--- src/rtl/fp_normalize_pipe_if.sv ---
// Handshake bundle for fp_normalize_pipe: input beat (valid/ready + operand) and output beat.
// slave is the normalizer's view; master is the upstream/downstream view.
interface fp_normalize_pipe_if #(
    parameter int EW = 5,
    parameter int FW = 10,
    parameter int MW = 24
);
    logic              i_valid;
    logic              i_ready;
    logic              i_sign;
    logic [EW-1:0]     i_exp;
    logic [MW-1:0]     i_man;
    logic              under_i;
    logic              o_valid;
    logic              o_ready;
    logic              o_sign;
    logic [EW-1:0]     o_exp;
    logic [FW+3:0]     o_sig;
    logic              under_o;
    logic              inexact_o;
    logic              overflow_o;

    modport slave (
        input  i_valid, i_sign, i_exp, i_man, under_i, o_ready,
        output i_ready, o_valid, o_sign, o_exp, o_sig, under_o, inexact_o, overflow_o
    );

    modport master (
        output i_valid, i_sign, i_exp, i_man, under_i, o_ready,
        input  i_ready, o_valid, o_sign, o_exp, o_sig, under_o, inexact_o, overflow_o
    );
endinterface

--- src/rtl/fp_normalize_pipe.sv ---
// Three-stage handshaked FP normalizer: increment/align, leading-zero count, shift.
// Define FP_NORM_DENORMALS_EN for gradual denormals; otherwise tiny results flush to zero.
module fp_normalize_pipe #(
    parameter int EW = 5,
    parameter int FW = 10,
    parameter int MW = 24
) (
    input  logic               clk,
    input  logic               rst,
    input  logic               ce,
    fp_normalize_pipe_if.slave bus
);
    localparam int SW  = FW + 4;
    localparam int XW  = EW + 2;
    localparam int SHW = $clog2(SW + 1);
    localparam logic signed [XW-1:0] E_INF = XW'((1 << EW) - 1);
    localparam logic signed [XW-1:0] E_ONE = XW'(1);

    // ---------------- handshake ----------------
    logic r_v1, r_v2, r_v3;
    logic w_ld1, w_ld2, w_ld3;

    assign w_ld3       = ce & (~r_v3 | bus.o_ready);
    assign w_ld2       = ce & (~r_v2 | w_ld3);
    assign w_ld1       = ce & (~r_v1 | w_ld2);
    assign bus.i_ready = w_ld1;
    assign bus.o_valid = r_v3;

    // ---------------- S1: increment and align ----------------
    logic                 w_inf;
    logic [1:0]           w_inc;
    logic signed [XW-1:0] w_exp_x;
    logic signed [XW-1:0] w_e1;
    logic [SW-1:0]        w_m1_opt [3];
    logic [SW-1:0]        w_m1;
    logic                 w_ovf;
    logic                 w_under;

    assign w_inf = (&bus.i_exp) & ~bus.under_i;

    always_comb begin
        w_inc = 2'd0;
        if (!w_inf) begin
            if (bus.i_man[MW-1])      w_inc = 2'd2;
            else if (bus.i_man[MW-2]) w_inc = 2'd1;
        end
    end

    // Underflowed exponents arrive as two's complement and must sign-extend.
    assign w_exp_x = bus.under_i ? {{2{bus.i_exp[EW-1]}}, bus.i_exp} : {2'b00, bus.i_exp};
    assign w_e1    = w_exp_x + $signed({{(XW-2){1'b0}}, w_inc});

    generate
        for (genvar gi = 0; gi < 3; gi++) begin : g_align
            localparam int T = MW - 3 + gi;
            assign w_m1_opt[gi] = {bus.i_man[T -: FW+3], |bus.i_man[T-FW-3:0]};
        end
    endgenerate

    always_comb begin
        case (w_inc)
            2'd2:    w_m1 = w_m1_opt[2];
            2'd1:    w_m1 = w_m1_opt[1];
            default: w_m1 = w_m1_opt[0];
        endcase
    end

    assign w_ovf   = ~bus.under_i & ~w_inf & (w_e1 >= E_INF);
    assign w_under = bus.under_i & (w_e1 < E_ONE);

    logic                 r_s1_sign, r_s1_inf, r_s1_ovf, r_s1_under;
    logic signed [XW-1:0] r_s1_e1;
    logic [SW-1:0]        r_s1_m1;

    // ---------------- S2: leading-zero count and shift decision ----------------
    logic [SHW-1:0] w_lzc;

`ifdef FP_NORM_DENORMALS_EN
    always_comb begin
        w_lzc = SHW'(SW);
        for (int i = 0; i < SW; i++) begin
            if (r_s1_m1[i]) w_lzc = SHW'(SW - 1 - i);
        end
    end
`else
    always_comb begin
        if (r_s1_m1[SW-1])      w_lzc = SHW'(0);
        else if (r_s1_m1[SW-2]) w_lzc = SHW'(1);
        else if (r_s1_m1[SW-3]) w_lzc = SHW'(2);
        else                    w_lzc = SHW'(3);
    end
`endif

    logic [EW-1:0]  w_s2_exp;
    logic [SHW-1:0] w_s2_shamt;
    logic           w_s2_right, w_s2_under, w_s2_flush;
    int             w_e1_i, w_lzc_i;

    // A normal-path E1 of 0 has no room to left-shift, so it joins the right-shift path.
    always_comb begin
        w_e1_i     = int'(r_s1_e1);
        w_lzc_i    = int'(w_lzc);
        w_s2_exp   = '0;
        w_s2_shamt = '0;
        w_s2_right = 1'b0;
        w_s2_under = 1'b0;
        w_s2_flush = 1'b0;
        if (r_s1_inf) begin
            w_s2_exp = r_s1_e1[EW-1:0];
        end else if (r_s1_ovf) begin
            w_s2_exp = '1;
        end else if (r_s1_m1 == '0) begin
            w_s2_exp = '0;
        end else if (r_s1_under || (w_e1_i < 1)) begin
`ifdef FP_NORM_DENORMALS_EN
            w_s2_right = 1'b1;
            w_s2_shamt = SHW'(((1 - w_e1_i) > SW) ? SW : (1 - w_e1_i));
            w_s2_under = 1'b1;
`else
            w_s2_flush = 1'b1;
            w_s2_under = 1'b1;
`endif
        end else begin
`ifdef FP_NORM_DENORMALS_EN
            if (w_lzc_i < w_e1_i) begin
                w_s2_shamt = SHW'(w_lzc_i);
                w_s2_exp   = EW'(w_e1_i - w_lzc_i);
            end else begin
                w_s2_shamt = SHW'(w_e1_i - 1);
                w_s2_under = 1'b1;
            end
`else
            if ((w_lzc_i > 2) || (w_lzc_i >= w_e1_i)) begin
                w_s2_flush = 1'b1;
                w_s2_under = 1'b1;
            end else begin
                w_s2_shamt = SHW'(w_lzc_i);
                w_s2_exp   = EW'(w_e1_i - w_lzc_i);
            end
`endif
        end
    end

    logic           r_s2_sign, r_s2_right, r_s2_under, r_s2_flush, r_s2_ovf;
    logic [EW-1:0]  r_s2_exp;
    logic [SW-1:0]  r_s2_m1;
    logic [SHW-1:0] r_s2_shamt;

    // ---------------- S3: shift ----------------
    logic          w_lost;
    logic [SW-1:0] w_shr;
    logic [SW-1:0] w_sig;
    logic          w_inexact;

    always_comb begin
        w_lost = 1'b0;
        for (int i = 0; i < SW; i++) begin
            if (i < int'(r_s2_shamt)) w_lost = w_lost | r_s2_m1[i];
        end
        w_shr = r_s2_m1 >> r_s2_shamt;
        if (r_s2_flush || r_s2_ovf)
            w_sig = '0;
        else if (r_s2_right)
            w_sig = {w_shr[SW-1:1], w_shr[0] | w_lost};
        else
            w_sig = r_s2_m1 << r_s2_shamt;
    end

    assign w_inexact = r_s2_flush ? (|r_s2_m1) : (|w_sig[2:0]);

    logic          r_o_sign, r_o_under, r_o_inexact, r_o_ovf;
    logic [EW-1:0] r_o_exp;
    logic [SW-1:0] r_o_sig;

    assign bus.o_sign     = r_o_sign;
    assign bus.o_exp      = r_o_exp;
    assign bus.o_sig      = r_o_sig;
    assign bus.under_o    = r_o_under;
    assign bus.inexact_o  = r_o_inexact;
    assign bus.overflow_o = r_o_ovf;

    // ---------------- pipeline registers ----------------
    always_ff @(posedge clk) begin
        if (rst) begin
            r_v1 <= 1'b0; r_v2 <= 1'b0; r_v3 <= 1'b0;
            r_s1_sign <= 1'b0; r_s1_inf <= 1'b0; r_s1_ovf <= 1'b0; r_s1_under <= 1'b0;
            r_s1_e1 <= '0; r_s1_m1 <= '0;
            r_s2_sign <= 1'b0; r_s2_right <= 1'b0; r_s2_under <= 1'b0;
            r_s2_flush <= 1'b0; r_s2_ovf <= 1'b0;
            r_s2_exp <= '0; r_s2_m1 <= '0; r_s2_shamt <= '0;
            r_o_sign <= 1'b0; r_o_under <= 1'b0; r_o_inexact <= 1'b0; r_o_ovf <= 1'b0;
            r_o_exp <= '0; r_o_sig <= '0;
        end else begin
            if (w_ld1) begin
                r_v1 <= bus.i_valid;
                if (bus.i_valid) begin
                    r_s1_sign  <= bus.i_sign;
                    r_s1_inf   <= w_inf;
                    r_s1_ovf   <= w_ovf;
                    r_s1_under <= w_under;
                    r_s1_e1    <= w_e1;
                    r_s1_m1    <= w_m1;
                end
            end
            if (w_ld2) begin
                r_v2 <= r_v1;
                if (r_v1) begin
                    r_s2_sign  <= r_s1_sign;
                    r_s2_right <= w_s2_right;
                    r_s2_under <= w_s2_under;
                    r_s2_flush <= w_s2_flush;
                    r_s2_ovf   <= r_s1_ovf;
                    r_s2_exp   <= w_s2_exp;
                    r_s2_m1    <= r_s1_m1;
                    r_s2_shamt <= w_s2_shamt;
                end
            end
            if (w_ld3) begin
                r_v3 <= r_v2;
                if (r_v2) begin
                    r_o_sign    <= r_s2_sign;
                    r_o_exp     <= r_s2_exp;
                    r_o_sig     <= w_sig;
                    r_o_under   <= r_s2_under;
                    r_o_inexact <= w_inexact;
                    r_o_ovf     <= r_s2_ovf;
                end
            end
        end
    end
endmodule

--- src/flat_wrapper.sv ---
// flat-port wrapper written by rule: the top's interface ports become plain ports
module fp_normalize_pipe_flat 
#(
    parameter int EW = 5,
    parameter int FW = 10,
    parameter int MW = 24
)
  (clk, rst, ce, bus_i_valid, bus_i_sign, bus_i_exp, bus_i_man, bus_under_i, bus_o_ready, bus_i_ready, bus_o_valid, bus_o_sign, bus_o_exp, bus_o_sig, bus_under_o, bus_inexact_o, bus_overflow_o);
  fp_normalize_pipe_if #(.EW(EW), .FW(FW), .MW(MW)) bus_i ();
  input  logic clk;
  input  logic rst;
  input  logic ce;
  input wire logic [$bits(bus_i.i_valid)-1:0] bus_i_valid;
  input wire logic [$bits(bus_i.i_sign)-1:0] bus_i_sign;
  input wire logic [$bits(bus_i.i_exp)-1:0] bus_i_exp;
  input wire logic [$bits(bus_i.i_man)-1:0] bus_i_man;
  input wire logic [$bits(bus_i.under_i)-1:0] bus_under_i;
  input wire logic [$bits(bus_i.o_ready)-1:0] bus_o_ready;
  output wire logic [$bits(bus_i.i_ready)-1:0] bus_i_ready;
  output wire logic [$bits(bus_i.o_valid)-1:0] bus_o_valid;
  output wire logic [$bits(bus_i.o_sign)-1:0] bus_o_sign;
  output wire logic [$bits(bus_i.o_exp)-1:0] bus_o_exp;
  output wire logic [$bits(bus_i.o_sig)-1:0] bus_o_sig;
  output wire logic [$bits(bus_i.under_o)-1:0] bus_under_o;
  output wire logic [$bits(bus_i.inexact_o)-1:0] bus_inexact_o;
  output wire logic [$bits(bus_i.overflow_o)-1:0] bus_overflow_o;
  assign bus_i.i_valid = bus_i_valid;
  assign bus_i.i_sign = bus_i_sign;
  assign bus_i.i_exp = bus_i_exp;
  assign bus_i.i_man = bus_i_man;
  assign bus_i.under_i = bus_under_i;
  assign bus_i.o_ready = bus_o_ready;
  assign bus_i_ready = bus_i.i_ready;
  assign bus_o_valid = bus_i.o_valid;
  assign bus_o_sign = bus_i.o_sign;
  assign bus_o_exp = bus_i.o_exp;
  assign bus_o_sig = bus_i.o_sig;
  assign bus_under_o = bus_i.under_o;
  assign bus_inexact_o = bus_i.inexact_o;
  assign bus_overflow_o = bus_i.overflow_o;
  fp_normalize_pipe #(.EW(EW), .FW(FW), .MW(MW)) u_core (.clk(clk), .rst(rst), .ce(ce), .bus(bus_i));
endmodule
--- config.mk ---
export PLATFORM = sky130hd
export DESIGN_NAME = fp_normalize_pipe_flat
export DESIGN_NICKNAME = d
export VERILOG_FILES = /design/src/rtl/fp_normalize_pipe_if.sv /design/src/rtl/fp_normalize_pipe.sv /design/src/flat_wrapper.sv
export SDC_FILE = /design/constraint.sdc
export NUM_CORES = 1
export LEC_CHECK = 0
export BUFFER_PORTS_ARGS = -buffer_cell sky130_fd_sc_hd__buf_2
export CAP_MARGIN = 20
export CORE_MARGIN = 4
export CORE_UTILIZATION = 30
export CTS_CLUSTER_DIAMETER = 30
export CTS_CLUSTER_SIZE = 24
export DETAILED_ROUTE_END_ITERATION = 6
export PLACE_DENSITY = 0.51
export SLEW_MARGIN = 20
export SYNTH_ARGS = -nofsm -noshare
export SYNTH_HDL_FRONTEND = slang
export SYNTH_SLANG_ARGS = --single-unit
--- constraint.sdc ---
create_clock -name clk -period 2.9 [get_ports clk]
set_input_delay 0.29 -clock clk [delete_from_list [all_inputs] [get_ports clk]]
set_output_delay 0.29 -clock clk [all_outputs]
set_load 0.005 [all_outputs]
==> results of run 1 <==
[sequential cells by signal, indices dropped and copies added (netlist names), 2 cells and up]
register,count
u_core.bus.o_sig,14
u_core.r_s2_m1,14
u_core.r_s1_e1,7
u_core.r_s2_shamt,2
u_core.bus.o_exp,5
u_core.r_s1_m1,14
u_core.r_s2_exp,5
[cell usage after synthesis, drive strengths merged (2+ instances only)]
master,instances,area share
a2111oi,3,0.0085
a211oi,5,0.0098
a21oi,58,0.078
a22oi,22,0.043
and3,5,0.0081
buf,14,0.019
clkbuf,15,0.015
dfxtp,75,0.39
fa,2,0.010
ha,8,0.026
inv,10,0.0098
mux2,2,0.0059
mux2i,3,0.0078
mux4,9,0.053
nand2,119,0.12
nand2b,4,0.0065
nand3,11,0.016
nand4,3,0.0049
nor2,26,0.027
nor2b,5,0.0081
nor3,5,0.0065
nor3b,2,0.0039
nor4,10,0.020
o211ai,5,0.0098
o21a,2,0.0039
o21ai,19,0.025
o221ai,2,0.0046
o31ai,4,0.0078
or2,2,0.0033
or4,4,0.0078
xnor2,4,0.0091
xor2,2,0.0046
[worst paths after layout]
| kind | to | slack [ps] | cells after the start |
|---|---|---|---|
| max | u_core.r_s2_exp[2] | 520 | 9 |
| min | u_core.r_s1_sign | 210 | 3 |
| max reg2reg | u_core.r_s2_exp[2] | 520 | 9 |
| min reg2reg | u_core.bus.o_sig[3] | 450 | 2 |
[area by class of cell]
cell class / instances / area (µm²) / area share
Multi-Input combinational cell: 360 / 2178 / 0.4723
Sequential cell: 75 / 1501 / 0.3256
Timing Repair Buffer: 64 / 330.3 / 0.07162
Clock buffer: 9 / 225.2 / 0.04883
Tap cell: 172 / 215.2 / 0.04666
Clock inverter: 7 / 123.9 / 0.02686
Inverter: 10 / 37.54 / 0.008139
[critical path, delay by kind of cell, from the launching register on]
family,cells,cell delay [ps]
flops,1,400
fa+ha+maj,2,610
compound gates,3,760
buf+inv,2,120
simple gates,1,220
xor+xnor,1,160
[power by group through the flow]
stage / logic [mW] / clock network, mW / registers (mW)
2_1_floorplan: 0.180 / 0 / 1.09
3_3_place_gp: 0.247 / 0 / 1.10
3_5_place_dp: 0.250 / 0 / 1.10
4_1_cts: 0.252 / 1.34 / 1.08
5_1_grt: 0.285 / 1.38 / 1.08
6_report: 0.251 / 1.30 / 1.08
[logic make-up (layout without fill, tap and decap cells)]
group | after synthesis | in the layout
AOI/OAI and AO/OA | 128 | 128
muxes | 14 | 14
adders and majority gates | 10 | 10
buffers and inverters | 39 | 90
DFF | 75 | 75
and+or+nand+nor | 202 | 202
xor gates and xnor gates | 6 | 6
[routing by layer]
layer | track usage | routed length (µm) | vias up
li1 | - | - | 1790
met2 | 0.1896 | 3836 | 78
met1 | 0.1933 | 4914 | 1506
met4 | 0.04272 | 72 | 0
met5 | 0 | 0 | -
met3 | 0.02751 | 496 | 4
[stage by stage]
step / util / hold WS [ps]
2_1_floorplan: - / 426.0
3_3_place_gp: 0.3392 / 437.1
3_5_place_dp: 0.3392 / 444.1
4_1_cts: 0.3669 / 204.0
5_1_grt: 0.3669 / 213.4
6_report: 0.3669 / 214.6
==> metrics, run 1 <==
Main synth FF type=dfxtp_1; CTS clock-pin slew for the worst setup and hold paths=60 ps; Placeable Area=12570 µm²; Reg power frac=0.410; # IOs=61; hpwl dp=6.927 mm; clock share of power=0.495; drt first pass iters=5; crit path cell chain=inv_1, a21oi_1, ha_1, inv_1, fa_1, xor2_1, nor4_1, o21ai_0, a2111oi_2; Post-Syn Instances=474; CP Launch Type=flip-flop; Post-Synth Simple-Gate Area=0.2411; Rows=41; Combinational Power Share=0.095; vias in the first global route=3332; pin count of the biggest net entering global routing=29; crit path from=u_core.r_s1_m1[12]; Final Max Slew Viols=0; Setup TNS=0 ps; Adder-Cell Fraction of Synth Area=0.03643; vias=3378; NetSw=0.6340 mW; critical path type=flip-flop to flip-flop; clk buf depth=2; Tcrit/Tclk final=0.8220; Die Area=14700 µm²; RR Startpoint=u_core.r_s1_m1[12]; clock skew=7.394 ps; Layout Cells excl Fill=697; LEAKAGE=1.715 nW; library cells used by synthesis=53; gr ovfl total=0; chip width=121.2 µm; DP Area=4263 µm²; CTS Hold Bufs=0; cell internal pwr=2.001 mW; xor/xnor share of the synthesized area=0.01366; pre-CTS worst setup slack=235.7 ps; commonest non-fill, non-tap cell in the layout=nand2_1; PortBufs=60; antenna viol nets, final=0; final wirelength=9.319 mm; layout net count=566; first-pass GRT wire length=15.84 mm; Final min period=2384 ps; largest family of logic cells by synthesized area=simple AND/OR/NAND/NOR gates; Sw Share=0.2406; Final WS setup=516.1 ps; fmax=419.5 MHz; fraction of layout cells with a size suffix above 1=0.1905; PwrDens=571.3 nW/µm²; H-tree depth=3; CTS tree=done; Most common cell on crit path=inv_1; crit-path max cell delay=410 ps; clock sinks=75; initial antenna violation count=0; final hold violation count=0; DRC=0; routed len/inst=13.37 µm; Synth Area per Inst=8.114 µm²; complex-gate fraction of the synthesized area=0.2088; Via density=4.846; Critical Path AT=2600 ps; Initial Util=0.3060; number of flops mapped to enable cells by yosys=0; Yosys Warn Count=0; Mapped Nets=520; Hold Crit Class=input pin to flip-flop; drt first-iter violations=261; slew at the pin closest to its max-slew limit=802.0 ps; worst rel slew slack=0.4646; run status=completed; post-synthesis mux area share=0.06636; GRT Overall Usage=0.1309; Seq/Total Area, Yosys=0.3904; setup violators final=0; maximum fanout along the worst path=5; commonest cells after routing, fill and taps aside=119 x nand2_1, 75 x dfxtp_1, 60 x buf_2; setup bufs post-CTS=0; worst vdd ir=0.2720 mV; total CTS buffers=9; post-CTS sizing=0; Worst Setup End Kind=flip-flop; ys async rst share=0; Post-Syn Area=3846 µm²; Max Cap Violations=0; Clock Latency Late Sink=330 ps; Layout area overhead=19.91%; diode count=0; Fillers=1336; hold path startpoint=bus_i_sign; root buffer cell=clkbuf_16; post-synthesis register bit count=75; CP required=3120 ps; DIE HEIGHT=121.2 µm; Slowest-stage cell, CP=fa_1; post-route cell area=4612 µm²; number of cells after detailed placement=681; total power=2.635 mW; GP Congestion=0.8233; RSZ-0062 raised after global routing=false
No activity file was read; power rests on OpenSTA's default activity.
==> run 2: changes to the inputs <==
==> constraint.sdc (replaced) <==
create_clock -name clk -period 2.3 [get_ports clk]
set_input_delay 0.23 -clock clk [delete_from_list [all_inputs] [get_ports clk]]
set_output_delay 0.23 -clock clk [all_outputs]
set_load 0.005 [all_outputs]
==> metrics, run 2 (synthesized netlist as in run 1, its figures left out) <==
drt first pass iters=4 (-1); PortBufs=60 (unchanged); Slowest-stage cell, CP=fa_1; Layout area overhead=23.00%; layout net count=584 (+3.2%); root buffer cell=clkbuf_16; Layout Cells excl Fill=715 (+2.6%); diode count=0 (unchanged); fraction of layout cells with a size suffix above 1=0.2247 (+0.03420); commonest cells after routing, fill and taps aside=119 x nand2_1, 75 x dfxtp_1, 60 x buf_2; Hold Crit Class=input pin to flip-flop; worst rel slew slack=0.5994 (+0.1347); # IOs=61 (unchanged); Setup TNS=0 ps (unchanged); Max Cap Violations=0 (unchanged); CTS tree=done; DP Area=4398 µm² (+3.2%); final hold violation count=0 (unchanged); Clock Latency Late Sink=320 ps (about the same); post-route cell area=4731 µm² (+2.6%); Placeable Area=12570 µm² (unchanged); CP Launch Type=flip-flop; CP required=2520 ps (-600 ps); slew at the pin closest to its max-slew limit=599.5 ps (-202.5 ps); worst vdd ir=0.3810 mV (+40%); critical path type=flip-flop to flip-flop; routed len/inst=13.32 µm (-0.39%); first-pass GRT wire length=16.27 mm (+2.7%); drt first-iter violations=175 (-33%); PwrDens=657.4 nW/µm² (+15%); total CTS buffers=9 (unchanged); clock skew=6.029 ps (-1.364 ps); commonest non-fill, non-tap cell in the layout=nand2_1; Via density=4.787 (-1.2%); setup violators final=0 (unchanged); antenna viol nets, final=0 (unchanged); RSZ-0062 raised after global routing=true; Die Area=14700 µm² (unchanged); CTS clock-pin slew for the worst setup and hold paths=60 ps (about the same); Most common cell on crit path=inv_1; DIE HEIGHT=121.2 µm (unchanged); Crit path max-delay family=compound AO/OA/AOI/OAI gates; gr ovfl total=0 (unchanged); maximum fanout along the worst path=4 (-1); hpwl dp=7.118 mm (+2.8%); clock sinks=75 (unchanged); LEAKAGE=1.786 nW (+4.1%); DRC=0 (unchanged); Tcrit/Tclk final=0.9467 (+0.1247); final wirelength=9.522 mm (+2.2%); CTS Hold Bufs=0 (unchanged); GRT Overall Usage=0.1344 (+0.003458); clk buf depth=2 (unchanged); Final Max Slew Viols=0 (unchanged); H-tree depth=3 (unchanged); number of cells after detailed placement=699 (+2.6%); Buf/Inv on CP=2 (unchanged); pin count of the biggest net entering global routing=27 (-6.9%); fmax=459.2 MHz (+9.5%); chip width=121.2 µm (unchanged); Final min period=2177 ps (-206.5 ps); Initial Util=0.3060 (unchanged); Critical Path AT=2400 ps (-200 ps); vias in the first global route=3411 (+2.4%); Worst Setup End Kind=flip-flop; Rows=41 (unchanged); initial antenna violation count=0 (unchanged); run status=completed; crit-path max cell delay=400 ps (about the same); GP Congestion=0.8120 (-1.4%); crit path cell chain=inv_1, a21oi_2, ha_1, inv_1, fa_1, xor2_1, nor4_1, o21ai_1, a2111oi_2; vias=3423 (+1.3%)
[run 2: area by class of cell]
cell class	instances	area, µm²
Timing Repair Buffer	82	465.4
Clock inverter	6	65.06
Clock buffer	10	239.0
Inverter	10	37.54
Sequential cell	75	1501
Multi-Input combinational cell	360	2207
Tap cell	172	215.2
Fill cell	1327	7838
[run 2: power by group]
group / internal (mW) / switching [mW]
registers: 1.33 / 0.0325
clock network: 0.869 / 0.530
logic: 0.144 / 0.205
[run 2: worst paths after layout]
path / from / to / slack (ps) / cells past startpoint
hold reg to reg: u_core.bus.overflow_o / u_core.bus.overflow_o / 450 / 2
hold / removal: bus_i_sign / u_core.r_s1_sign / 150 / 3
setup / recovery: u_core.r_s1_m1[12] / u_core.r_s2_exp[2] / 120 / 9
setup reg to reg: u_core.r_s1_m1[12] / u_core.r_s2_exp[2] / 120 / 9
[run 2: repair_timing]
item,4_1_cts,5_1_grt
endpoints found under the setup margin,0,4
gates resized for setup,0,6
buffers inserted,0,0
[run 2: metal layers]
layer  share of wire  up-vias  GRT usage  wire length [µm]
li1                -     1824          -                 -
met1            0.52     1521     0.1945              4975
met2            0.43       74     0.2035              4054
met3           0.043        4    0.02051               413
met4          0.0082        0    0.04692                78
met5               0        -          0                 0
[run 2: worst register-to-register path, cell delays in order, from the launching register on]
cell and delay (ps):
dfxtp_1 370, inv_1 60, a21oi_2 170, ha_1 190
inv_1 50, fa_1 400, xor2_1 160, nor4_1 180
o21ai_1 130, a2111oi_2 350
[run 2: stage by stage]
stage          utilization  hold WS [ps]  power (mW)  worst slack [ps]
2_1_floorplan            -         366.0       1.606             32.29
3_3_place_gp        0.3499         438.5       1.725            -151.9
3_5_place_dp        0.3499         446.1       1.730            -245.9
4_1_cts             0.3741         141.1       3.146             3.771
5_1_grt             0.3764         149.5       3.267            -49.94
6_report            0.3764         151.1       3.110             122.5
